**src/rtl/kd_tree_root_ctrl.sv**
```systemverilog
// rtl/kd_tree_root_ctrl.sv - root controller for the k-d tree sorting network
// Configures the tree, runs the sort, then streams query points one at a time.
module kd_tree_root_ctrl #(
    parameter int DIM     = 3,
    parameter int WIDTH   = 16,
    parameter int DEPTH_W = 4,
    parameter int CMD_W   = 4,
    parameter int TIMEOUT = 1024
) (
    input  logic                   clk,
    input  logic                   rst,
    input  logic                   start,
    input  logic [DEPTH_W-1:0]     depth_in,
    input  logic [1:0]             axis_in,
    output logic [CMD_W-1:0]       command_to_node,
    output logic [DIM*WIDTH-1:0]   data_to_node,
    input  logic [CMD_W-1:0]       command_from_node,
    input  logic [DIM*WIDTH-1:0]   data_from_node,
    input  logic                   pt_valid,
    output logic                   pt_ready,
    input  logic [DIM*WIDTH-1:0]   pt_data,
    output logic                   res_valid,
    output logic [DIM*WIDTH-1:0]   res_data,
    output logic                   busy,
    output logic                   sorted,
    output logic                   error
);
    localparam int DW    = DIM * WIDTH;
    localparam int CNT_W = $clog2(TIMEOUT) + 1;

    localparam logic [CMD_W-1:0] CMD_NOP        = CMD_W'(0);
    localparam logic [CMD_W-1:0] CMD_CFG_DEPTH  = CMD_W'(1);
    localparam logic [CMD_W-1:0] CMD_SORT_ACK   = CMD_W'(2);
    localparam logic [CMD_W-1:0] CMD_START_SORT = CMD_W'(3);
    localparam logic [CMD_W-1:0] CMD_SORT_DONE  = CMD_W'(6);
    localparam logic [CMD_W-1:0] CMD_POINT      = CMD_W'(7);
    localparam logic [CMD_W-1:0] CMD_POINT_ACK  = CMD_W'(8);

    typedef enum logic [3:0] {
        S_IDLE, S_CFG, S_WAIT_ACK, S_START, S_SORTING,
        S_READY, S_SEND_PT, S_WAIT_PT, S_ERROR
    } state_t;

    state_t             state_q, state_d;
    logic [CNT_W-1:0]   cnt_q, cnt_d;
    logic [CMD_W-1:0]   cmd_q, cmd_d;
    logic [DW-1:0]      data_q, data_d;
    logic               res_valid_q, res_valid_d;
    logic [DW-1:0]      res_data_q, res_data_d;
    logic               pt_ready_q, busy_q, sorted_q, error_q;
    logic [DW-1:0]      cfg_word;
    logic               timed_out, waiting_d;

    // Configure word: time_to_live starts at 0, then axis, then depth.
    always_comb begin
        cfg_word = '0;
        cfg_word[DEPTH_W+1:DEPTH_W]     = axis_in;
        cfg_word[2*DEPTH_W+1:DEPTH_W+2] = depth_in;
    end

    assign timed_out = (cnt_q == CNT_W'(TIMEOUT - 1));

    always_comb begin
        state_d     = state_q;
        cmd_d       = CMD_NOP;
        data_d      = '0;
        res_valid_d = 1'b0;
        res_data_d  = res_data_q;
        case (state_q)
            S_IDLE: begin
                if (start) begin
                    state_d = S_CFG;
                    cmd_d   = CMD_CFG_DEPTH;
                    data_d  = cfg_word;
                end
            end
            S_CFG:   state_d = S_WAIT_ACK;
            S_WAIT_ACK: begin
                if (command_from_node == CMD_SORT_ACK) begin
                    state_d = S_START;
                    cmd_d   = CMD_START_SORT;
                end else if (timed_out) begin
                    state_d = S_ERROR;
                end
            end
            S_START: state_d = S_SORTING;
            S_SORTING: begin
                if (command_from_node == CMD_SORT_DONE) state_d = S_READY;
                else if (timed_out)                     state_d = S_ERROR;
            end
            S_READY: begin
                // Reconfiguration has priority over a pending point.
                if (start) begin
                    state_d = S_CFG;
                    cmd_d   = CMD_CFG_DEPTH;
                    data_d  = cfg_word;
                end else if (pt_valid) begin
                    state_d = S_SEND_PT;
                    cmd_d   = CMD_POINT;
                    data_d  = pt_data;
                end
            end
            S_SEND_PT: state_d = S_WAIT_PT;
            S_WAIT_PT: begin
                if (command_from_node == CMD_POINT_ACK) begin
                    state_d     = S_READY;
                    res_valid_d = 1'b1;
                    res_data_d  = data_from_node;
                end else if (timed_out) begin
                    state_d = S_ERROR;
                end
            end
            S_ERROR: state_d = S_ERROR;
            default: state_d = S_IDLE;
        endcase
    end

    assign waiting_d = (state_d == S_WAIT_ACK) || (state_d == S_SORTING) || (state_d == S_WAIT_PT);

    always_comb begin
        cnt_d = '0;
        if (waiting_d && (state_d == state_q)) cnt_d = cnt_q + CNT_W'(1);
    end

    always_ff @(posedge clk) begin
        if (rst) begin
            state_q     <= S_IDLE;
            cnt_q       <= '0;
            cmd_q       <= CMD_NOP;
            data_q      <= '0;
            res_valid_q <= 1'b0;
            res_data_q  <= '0;
            pt_ready_q  <= 1'b0;
            busy_q      <= 1'b0;
            sorted_q    <= 1'b0;
            error_q     <= 1'b0;
        end else begin
            state_q     <= state_d;
            cnt_q       <= cnt_d;
            cmd_q       <= cmd_d;
            data_q      <= data_d;
            res_valid_q <= res_valid_d;
            res_data_q  <= res_data_d;
            pt_ready_q  <= (state_d == S_READY);
            busy_q      <= !((state_d == S_IDLE) || (state_d == S_READY) || (state_d == S_ERROR));
            sorted_q    <= (state_d == S_READY);
            error_q     <= (state_d == S_ERROR);
        end
    end

    assign command_to_node = cmd_q;
    assign data_to_node    = data_q;
    assign pt_ready        = pt_ready_q && !start;
    assign res_valid       = res_valid_q;
    assign res_data        = res_data_q;
    assign busy            = busy_q;
    assign sorted          = sorted_q;
    assign error           = error_q;
endmodule

```
**config.mk**
```make
export PLATFORM = sky130hd
export DESIGN_NAME = kd_tree_root_ctrl
export DESIGN_NICKNAME = d
export VERILOG_FILES = /design/src/rtl/kd_tree_root_ctrl.sv
export SDC_FILE = /design/constraint.sdc
export NUM_CORES = 1
export LEC_CHECK = 0
export ABC_AREA = 1
export CAP_MARGIN = 0
export CORE_AREA = 2 2 123 125
export DETAILED_ROUTE_END_ITERATION = 7
export DIE_AREA = 0 0 125 127
export PLACE_DENSITY = 0.7
export SETUP_SLACK_MARGIN = 0.15
export SLEW_MARGIN = 20
export SYNTH_ARGS = -nofsm -noshare
export SYNTH_HDL_FRONTEND = slang
export SYNTH_SLANG_ARGS = --single-unit
```
**constraint.sdc**
```tcl
create_clock -name clk -period 2 [get_ports clk]
set_input_delay 0.2 -clock clk [delete_from_list [all_inputs] [get_ports clk]]
set_output_delay 0.2 -clock clk [all_outputs]
set_load 0.03 [all_outputs]
```
==> Yosys cells after proc, flatten, opt, wreduce, memory -nomap -nowiden <==
Index checks and enable logic that the tools add are counted.
{ "classes": {"add_sub_neg": 1, "n_eq_ne": 18, "n_mux": 18, "bitwise_logic": 2, "reduce_logical": 13} }
{ "op_table": {"columns": ["op", "count"], "rows": [
  ["$mux 48", 2],
  ["$pmux 48 s2", 1],
  ["$pmux 4 s9", 1],
  ["$eq 4x3->1 const B", 8],
  ["$mux 4", 7],
  ["$eq 4x2->1 const B", 4],
  ["$eq 4x4->1 const B", 3],
  ["$add 11x1->11 const B", 1],
  ["$eq 11x10->1 const B", 1],
  ["$mux 10", 1],
  ["$pmux 3 s3", 1],
  ["$logic_not 4->1", 2],
  ["$mux 3", 2],
  ["$eq 4x1->1 const B", 1],
  ["$eq 4x4->1", 1],
  ["$logic_or 1x1->1", 4],
  ["$reduce_or 2->1", 2],
  ["$logic_and 1x1->1", 2],
  ["$logic_not 1->1", 2],
  ["$mux 1", 2],
  ["$mux 2", 1],
  ["$not 1->1", 2],
  ["$reduce_and 2->1", 1]
]} }
{ "word_totals": {"ff_bits": 119, "in_bits": 110, "output_inout_bits": 105} }

==> Depth between registers and ports, before layout <==
Gate-level depths: netlist (run 1).
{ "depth": {"word_depth": 10, "mapped_depth": 15, "depth_no_buf": 14} }

==> Worst setup path after synthesis (run 1) <==
OpenSTA, ideal clock, no wires.
{ "synth_timing": {"path_type": "flip-flop to flip-flop", "start": "register cnt_q[0]", "end": "register cnt_q[7]", "setup_ns": 0.062, "arrival_ns": 1.638, "required_time_ns": 1.938, "path_slack_ns": 0.300, "stages_incl_launch_ff": 15, "cell_sequence": "dfxtp_1 > ha_1 > nand2_1 > nor2_2 > nand3_2 > nand2_1 > nand2_1 > nand2_1 > nand2_2 > nand2_1 > nand2_1 > nor2_2 > nand3_2 > buf_6 > nor2_2"} }
{ "synth_via": {"elab_chain_len": 10, "word_cells_on_any_way": 16} }
{ "synth_lines": {"columns": ["element", "line_no", "text"], "rows": [
  ["start: declaration", "45", "logic [CNT_W-1:0] cnt_q, cnt_d;"],
  ["start signal: assignment", "139", "cnt_q <= cnt_d;"],
  ["$eq 11x10->1", "61", "assign timed_out = (cnt_q == CNT_W'(TIMEOUT - 1));"],
  ["$mux 4", "82, 89, 109", null],
  ["$mux 4, on equally long branches", "105, 79, 88", null],
  ["$pmux 4 s9", "69", "case (state_q)"],
  ["$eq 4x2->1 / $eq 4x3->1 (equally long branches)", "118", "assign waiting_d = (state_d == S_WAIT_ACK) || (state_d == S_SORTING) || (state_d == S_WAIT_PT);"],
  ["$logic_or 1x1->1 (2 in series)", "118", null],
  ["$logic_and 1x1->1", "122", "if (waiting_d && (state_d == state_q)) cnt_d = cnt_q + CNT_W'(1);"],
  ["$not 1->1 (no source line)", null, null],
  ["$reduce_or 2->1 (no source line)", null, null]
]} }
Parallel ways exist; a longest one is shown, timed or not.
A chain may end at the register's enable or synchronous reset.

==> Worst setup path after layout (run 1) <==
{ "layout_timing": {"start": "register cnt_q[0]", "end": "register cnt_q[10]"} }
Same word-level chain as after synthesis.

==> summary.md, run 1 <==
| Metric | Value |
|---|---|
| Status | `complete, no violations` |
| Number of global-route vias before repair | `3862` |
| Hold Slack | `307 ps` |
| TritonCTS Buffers | `17` |
| Placer Congestion | `0.856` |
| Primary FF master, synth | `dfxtp_1` |
| XOR/XNOR Fraction of Synth Area | `1.62%` |
| Worst min path class | `in2reg` |
| Max rail drop VDD | `0.480 mV` |
| #FFs+latches synth | `118` |
| Critical path endpoint category | `flop` |
| Commonest cells in the netlist | `168 x nor2_1, 118 x dfxtp_1, 68 x nand2_1` |
| Core outline area | `0.0144 mm2` |
| Required time of the worst setup path | `2350 ps` |
| Final Hold Viols | `0` |
| Combinational family with the most area after synthesis | `simple AND/OR/NAND/NOR gates` |
| # setup viols final | `0` |
| Ports | `215` |
| Compound-Gate Fraction of Synth Area | `7.76%` |
| Sum of negative setup slack | `0 ps` |
| Sink Count | `118` |
| H-Tree Depth | `4` |
| CTS tree | `built` |
| # DRC | `0` |
| Starting Density | `29.9%` |
| Fill count | `1381` |
| Final worst path period share | `90.4%` |
| Worst Path Max Fanout | `5` |
| CTS max path bufs | `2` |
| Crit path time final | `1810 ps` |
| Post-synth EDFFs | `0` |
| Avg Synthesized Cell Area | `7.73 um2` |
| Seq/Total Area, Yosys | `54.7%` |
| Final Instance Area | `0.00751 mm2` |
| Cell Rows | `44` |
| Post-synth cell types | `27` |
| CTS Root Cell | `clkbuf_16` |
| HPWL after DPL | `9.06 mm` |
| Clock Latency Late Sink | `410 ps` |
| PD cells | `797 mW/mm2` |
| Share of cells above drive strength 1 | `14.2%` |
| Initial DRT Pass Iterations | `4` |
| Initial antenna violation count | `1` |
| WS Path Type | `reg2reg` |
| Die area | `0.0159 mm2` |
| Yosys warns | `0` |
| Layout Utilization | `52.1%` |
| Die width | `125 um` |
| Least-Margin Pin Slew | `509 ps` |
| Area delta synth->final | `73.9%` |
| Mux cell area share after synthesis | `0%` |
| Count leader, synth | `nor2_1` |
| Leakage power figure | `3.01 nW` |
| Number of max-slew violations in the final report | `0` |
| Simple-Gate Fraction of Synth Area | `28.1%` |
| GR Overflow Total | `0` |
| Die height | `127 um` |
| Cells after synthesis | `559` |
| Vias | `4179` |
| RSZ-0062 raised after global routing | `false` |
| Mapped Area | `0.00432 mm2` |
| Leading area contributor after synthesis | `dfxtp_1` |
| Vias/cell | `4.27` |
| Syn nets | `670` |
| Synth area leaders | `dfxtp_1 55%, nor2_1 15%, o21ai_0 6.3%` |
| Routed Antenna Nets | `0` |
| Placed Cells | `942` |
| Adder-Cell Fraction of Synth Area | `0.290%` |
| Synth top area share | `54.7%` |
| Clock Skews | `7.85 ps` |
| Post-Layout Cell Count | `979` |
| Routed Wire Length | `13.0 mm` |
| Largest net degree at the start of global routing | `50` |
| Crit path DAT | `2150 ps` |
| Max-slew headroom | `66.1%` |
| Initial detailed-routing violation count | `300` |
| CTS clk-pin slew, worst paths | `50 ps` |
| Final nets | `892` |
| Element type at the critical path start | `flop` |
| GRT Util Overall | `15.8%` |
| Post-DR wirelength/cell | `13.3 um` |
| # hold bufs at CTS | `0` |
| Max-Cap Viols | `0` |
| Port bufs | `213` |
| FFs w/ async S/R, synth | `0%` |
| First-pass GRT wire length | `19.5 mm` |
| Max Fclk | `553 MHz` |
| DP Area | `0.00669 mm2` |
-- cells in the final DEF (no fill, tap or decap), types with 4 or more instances in the layout --
cell type | synthesis | routed
nand2_2 | 8 | 14
dfxtp_1 | 118 | 111
clkbuf_16 | 0 | 18
nand3_2 | 3 | 4
o21ai_0 | 54 | 54
inv_2 | 7 | 7
inv_1 | 47 | 47
xor2_1 | 5 | 5
clkdlybuf4s50_1 | 0 | 212
dfxtp_4 | 0 | 4
nand2_4 | 1 | 4
nand2_1 | 68 | 59
a21oi_1 | 12 | 11
nor2_1 | 168 | 163
clkbuf_8 | 0 | 5
nor2_2 | 20 | 16
buf_4 | 2 | 12
nand3_1 | 10 | 7
nor2_4 | 2 | 11
-- layout make-up --
cell class | count | area, um2 | share of cell area [%]
flip-flops and latches | 118 | 2380 | 31.7
repair buffers | 228 | 2300 | 30.6
multi-input cells | 362 | 1780 | 23.7
clock buffers | 25 | 505 | 6.73
well taps | 184 | 230 | 3.06
inverters | 54 | 203 | 2.70
clock inverters | 7 | 116 | 1.55
diodes | 1 | 2.50 | 0.0333
-- metrics by stage --
stage	setup WS [ps]	total power [W]
floorplan	300	0.00258
global placement	76.4	0.00286
detailed placement	59.9	0.00286
CTS	165	0.00605
global route	102	0.00623
finish	193	0.00599
-- where the power goes --
group | internal [W] | leakage, nW | switching, W | total, W
Combinational | 0.000267 | 1.75 | 0.000192 | 0.000460
Clock | 0.00212 | 0.303 | 0.00103 | 0.00315
Sequential | 0.00236 | 0.956 | 0.0000119 | 0.00238
Total | 0.00475 | 3.01 | 0.00123 | 0.00599
-- timing repair --
item | CTS | global route
resized for setup | 0 | 44
cloned | 0 | 1
setup endpoints to repair | 1 | 11
buffers inserted | 0 | 3
pin swaps | 1 | 6
-- worst paths after layout --
kind / cells after the start / startpoint / slack [ps] / to
worst max-delay path: 14 / cnt_q[0] / 190 / cnt_q[10]
worst min-delay path: 3 / pt_data[20] / 310 / data_to_node[20]
worst max register to register: 14 / cnt_q[0] / 190 / cnt_q[10]
worst min register to register: 2 / res_data[32] / 480 / res_data[32]
-- cells by family after synthesis --
logic type | count (synthesis)
AND/OR/NAND/NOR | 285
flip-flops | 118
buffers and inverters | 79
AO/OA/AOI/OAI | 67
XOR/XNOR | 8
adder cells (fa/ha/maj) | 1
other | 1
-- registers in the layout, summed over array words and instances, names as in the netlist, 3 cells and up --
register         count
command_to_node      3
state_q              4
cnt_q               11
res_data            48
data_to_node        48
-- critical path: stages (launching register included) --
cell and delay [ps]:
dfxtp_4 360, ha_4 150, nand2_4 50, nor2_4 140, nand3_4 110, nand2_2 70
inv_1 50, nand2_2 100, nand2_4 60, nand2_1 70, nand3_2 90, nor2_4 140
nand3_4 100, clkbuf_16 170, nor2_1 70
-- routing by layer --
layer	GRT usage (%)	vias up	wire length, um
met3	6.11	22	1040
met5	0	-	0
met4	7.45	0	269
met1	17.6	1846	5090
met2	26.7	158	6620
li1	-	2153	-
(Power assumes the default switching activity.)
==> run 2, diff against run 1 <==
PLACE_DENSITY = 0.73   (was 0.7)
clock period = 1.57 ns   (was 2 ns; I/O delays follow)
==> run 2 against run 1 <==
The run now ends with setup timing left. Fmax increased by 4.9%. Final area grew 9.1%. Wire length up 13%. Register-to-register slack lost 350 ps. Non-clock buffer count grew 53. Clock skew shrank 1.7 ps. Global-route usage grew 2.4 points. Via count rose by 7.4%. Setup slack worse by 350 ps. Total power increased by 26%. Critical path type unchanged. Largest cell class is now non-clock buffers. Largest power group unchanged.
==> summary.md, run 2 (same netlist as run 1, synthesis figures left out) <==
| Metric | Value |
|---|---|
| Worst hold start | `pt_data[37] (was pt_data[20])` |
| Final Instance Area | `0.00820 mm2 (was 0.00751 mm2)` |
| Ports | `215 (unchanged)` |
| Final worst path period share | `110% (was 90.4%)` |
| GR Overflow Total | `0 (unchanged)` |
| Required time of the worst setup path | `1920 ps (was 2350 ps)` |
| Commonest non-fill, non-tap cells in the layout | `135 x nor2_1, 112 x dfxtp_1, 109 x clkdlybuf4s50_1 (was 212 x clkdlybuf4s50_1, 163 x nor2_1, 111 x dfxtp_1)` |
| # setup viols final | `51 (was 0)` |
| Final nets | `948 (was 892)` |
| Initial detailed-routing violation count | `198 (was 300)` |
| HPWL after DPL | `9.79 mm (was 9.06 mm)` |
| Status | `finished, violations left (was complete, no violations)` |
| Hold Slack | `263 ps (was 307 ps)` |
| Routed Wire Length | `14.7 mm (was 13.0 mm)` |
| Number of global-route vias before repair | `4371 (was 3862)` |
| TritonCTS Buffers | `17 (unchanged)` |
| Clock Latency Late Sink | `410 ps (about the same)` |
| Setup ws final | `-152 ps (was 193 ps)` |
| Commonest non-fill, non-tap cell in the layout | `nor2_1 (was clkdlybuf4s50_1)` |
| Vias | `4489 (was 4179)` |
| Max rail drop VDD | `0.675 mV (was 0.480 mV)` |
| DP Area | `0.00703 mm2 (was 0.00669 mm2)` |
| # DRC | `0 (unchanged)` |
| Vias/cell | `4.34 (was 4.27)` |
| R2R Path End | `cnt_q[10] (unchanged)` |
| H-Tree Depth | `4 (unchanged)` |
| Initial antenna violation count | `0 (was 1)` |
| Final Hold Viols | `0 (unchanged)` |
| GRT Util Overall | `18.2% (was 15.8%)` |
| # hold bufs at CTS | `0 (unchanged)` |
| Max Fclk | `581 MHz (was 553 MHz)` |
| RSZ-0062 raised after global routing | `true (was false)` |
| Share of cells above drive strength 1 | `26.7% (was 14.2%)` |
| Leakage power figure | `3.89 nW (was 3.01 nW)` |
| Cell Rows | `44 (unchanged)` |
| WS Path Type | `reg2reg (unchanged)` |
| R2R depth | `14 (unchanged)` |
| Starting Density | `29.9% (unchanged)` |
| Initial DRT Pass Iterations | `4 (unchanged)` |
| Crit path DAT | `2070 ps (was 2150 ps)` |
| Routed Antenna Nets | `0 (unchanged)` |
| Die area | `0.0159 mm2 (unchanged)` |
| Failing checks | `setup timing` |
| Number of max-slew violations in the final report | `0 (unchanged)` |
| Die height | `127 um (unchanged)` |
| CTS max path bufs | `2 (unchanged)` |
| Port bufs | `213 (unchanged)` |
| FF-to-FF Start | `cnt_q[1] (was cnt_q[0])` |
| Crit path time final | `1720 ps (was 1810 ps)` |
| Worst min path class | `in2reg (unchanged)` |
| Critical path endpoint category | `flop (unchanged)` |
| Reg2reg setup slack | `-150 ps (was 190 ps)` |
| First-pass GRT wire length | `22.6 mm (was 19.5 mm)` |
| Sink Count | `118 (unchanged)` |
| Hold path depth | `3 (unchanged)` |
| PD cells | `919 mW/mm2 (was 797 mW/mm2)` |
| CTS Root Cell | `clkbuf_16 (unchanged)` |
| Post-DR wirelength/cell | `14.2 um (was 13.3 um)` |
| Element type at the critical path start | `flop (unchanged)` |
| Placer Congestion | `0.845 (was 0.856)` |
| Clock Skews | `6.16 ps (was 7.85 ps)` |
| CTS tree | `built (unchanged)` |
| Area delta synth->final | `89.7% (was 73.9%)` |
| Hold EP | `data_to_node[37] (was data_to_node[20])` |
| Final Power | `0.00753 W (was 0.00599 W)` |
| Die width | `125 um (unchanged)` |
| Worst Path Max Fanout | `11 (was 5)` |
| Ant. Diodes | `0 (was 1)` |
| Largest net degree at the start of global routing | `49 (was 50)` |
| CTS clk-pin slew, worst paths | `60 ps (was 50 ps)` |
| Max-Cap Viols | `0 (unchanged)` |
| Core outline area | `0.0144 mm2 (unchanged)` |
run 2: cell type report:
class,instances,area [um2]
sequential,118,2370
inverter,54,229
fill,1323,6230
clock inverter,10,95.1
clock buffer,22,494
timing repair buffer,281,2670
timing repair inverter,3,51.3
tap,184,230
multi-input combinational,362,2050
run 2: how the worst max path moves through the flow:
stage	startpoint	end	slack (ps)	depth (start not counted)
global route	cnt_q[1]	cnt_q[1]	-310	14
floorplan	cnt_q[0]	cnt_q[0]	-20	14
finish	cnt_q[1]	cnt_q[10]	-150	14
CTS	cnt_q[1]	cnt_q[10]	-120	14
detailed placement	command_from_node[0]	cnt_q[1]	-370	14
global placement	command_from_node[3]	cnt_q[10]	-290	14
run 2: metal layers:
metal  share of wire, %  global-route usage, %  wire length, um  vias up
li1                   -                      -                -     2275
met1                 40                   20.9             5920     2028
met2                 50                   31.1             7390      150
met3                6.2                   4.98              911       36
met4                3.2                   9.35              477        0
met5                  0                      0                0        -
run 2: repair_timing:
item / CTS / global route
pin swaps: 16 / 11
resized for setup: 203 / 61
endpoints found under the setup margin: 214 / 115
buffers inserted: 6 / 4
gates cloned: 6 / 0
hold endpoints to repair: 0 / 0
run 2: critical path: stages, from the launching register on:
cell and delay (ps):
dfxtp_2 350, ha_4 150, nand2_4 50, nor2_4 110, nand3_4 110, nand2_2 100, nand2_2 70, nand2_4 70
nand2_2 80, nand2_1 90, nand2_1 70, nor2_2 90, nand3_2 100, buf_12 160, nor2_1 70
run 2: stage by stage:
| stage | std cells | TNS, ps | util (%) | setup WS [ps] |
|---|---|---|---|---|
| floorplan | 559 | -158 | - | -19.8 |
| global placement | 986 | -16210 | 48.7 | -293 |
| detailed placement | 986 | -19520 | 48.7 | -367 |
| CTS | 1030 | -1260 | 55.4 | -122 |
| global route | 1034 | -10620 | 56.8 | -312 |
| finish | 1034 | -4710 | 56.8 | -152 |
run 2: where the power goes:
group	internal (W)	switching (W)
Clock	0.00239	0.00142
Sequential	0.00301	0.0000129
Combinational	0.000399	0.000302
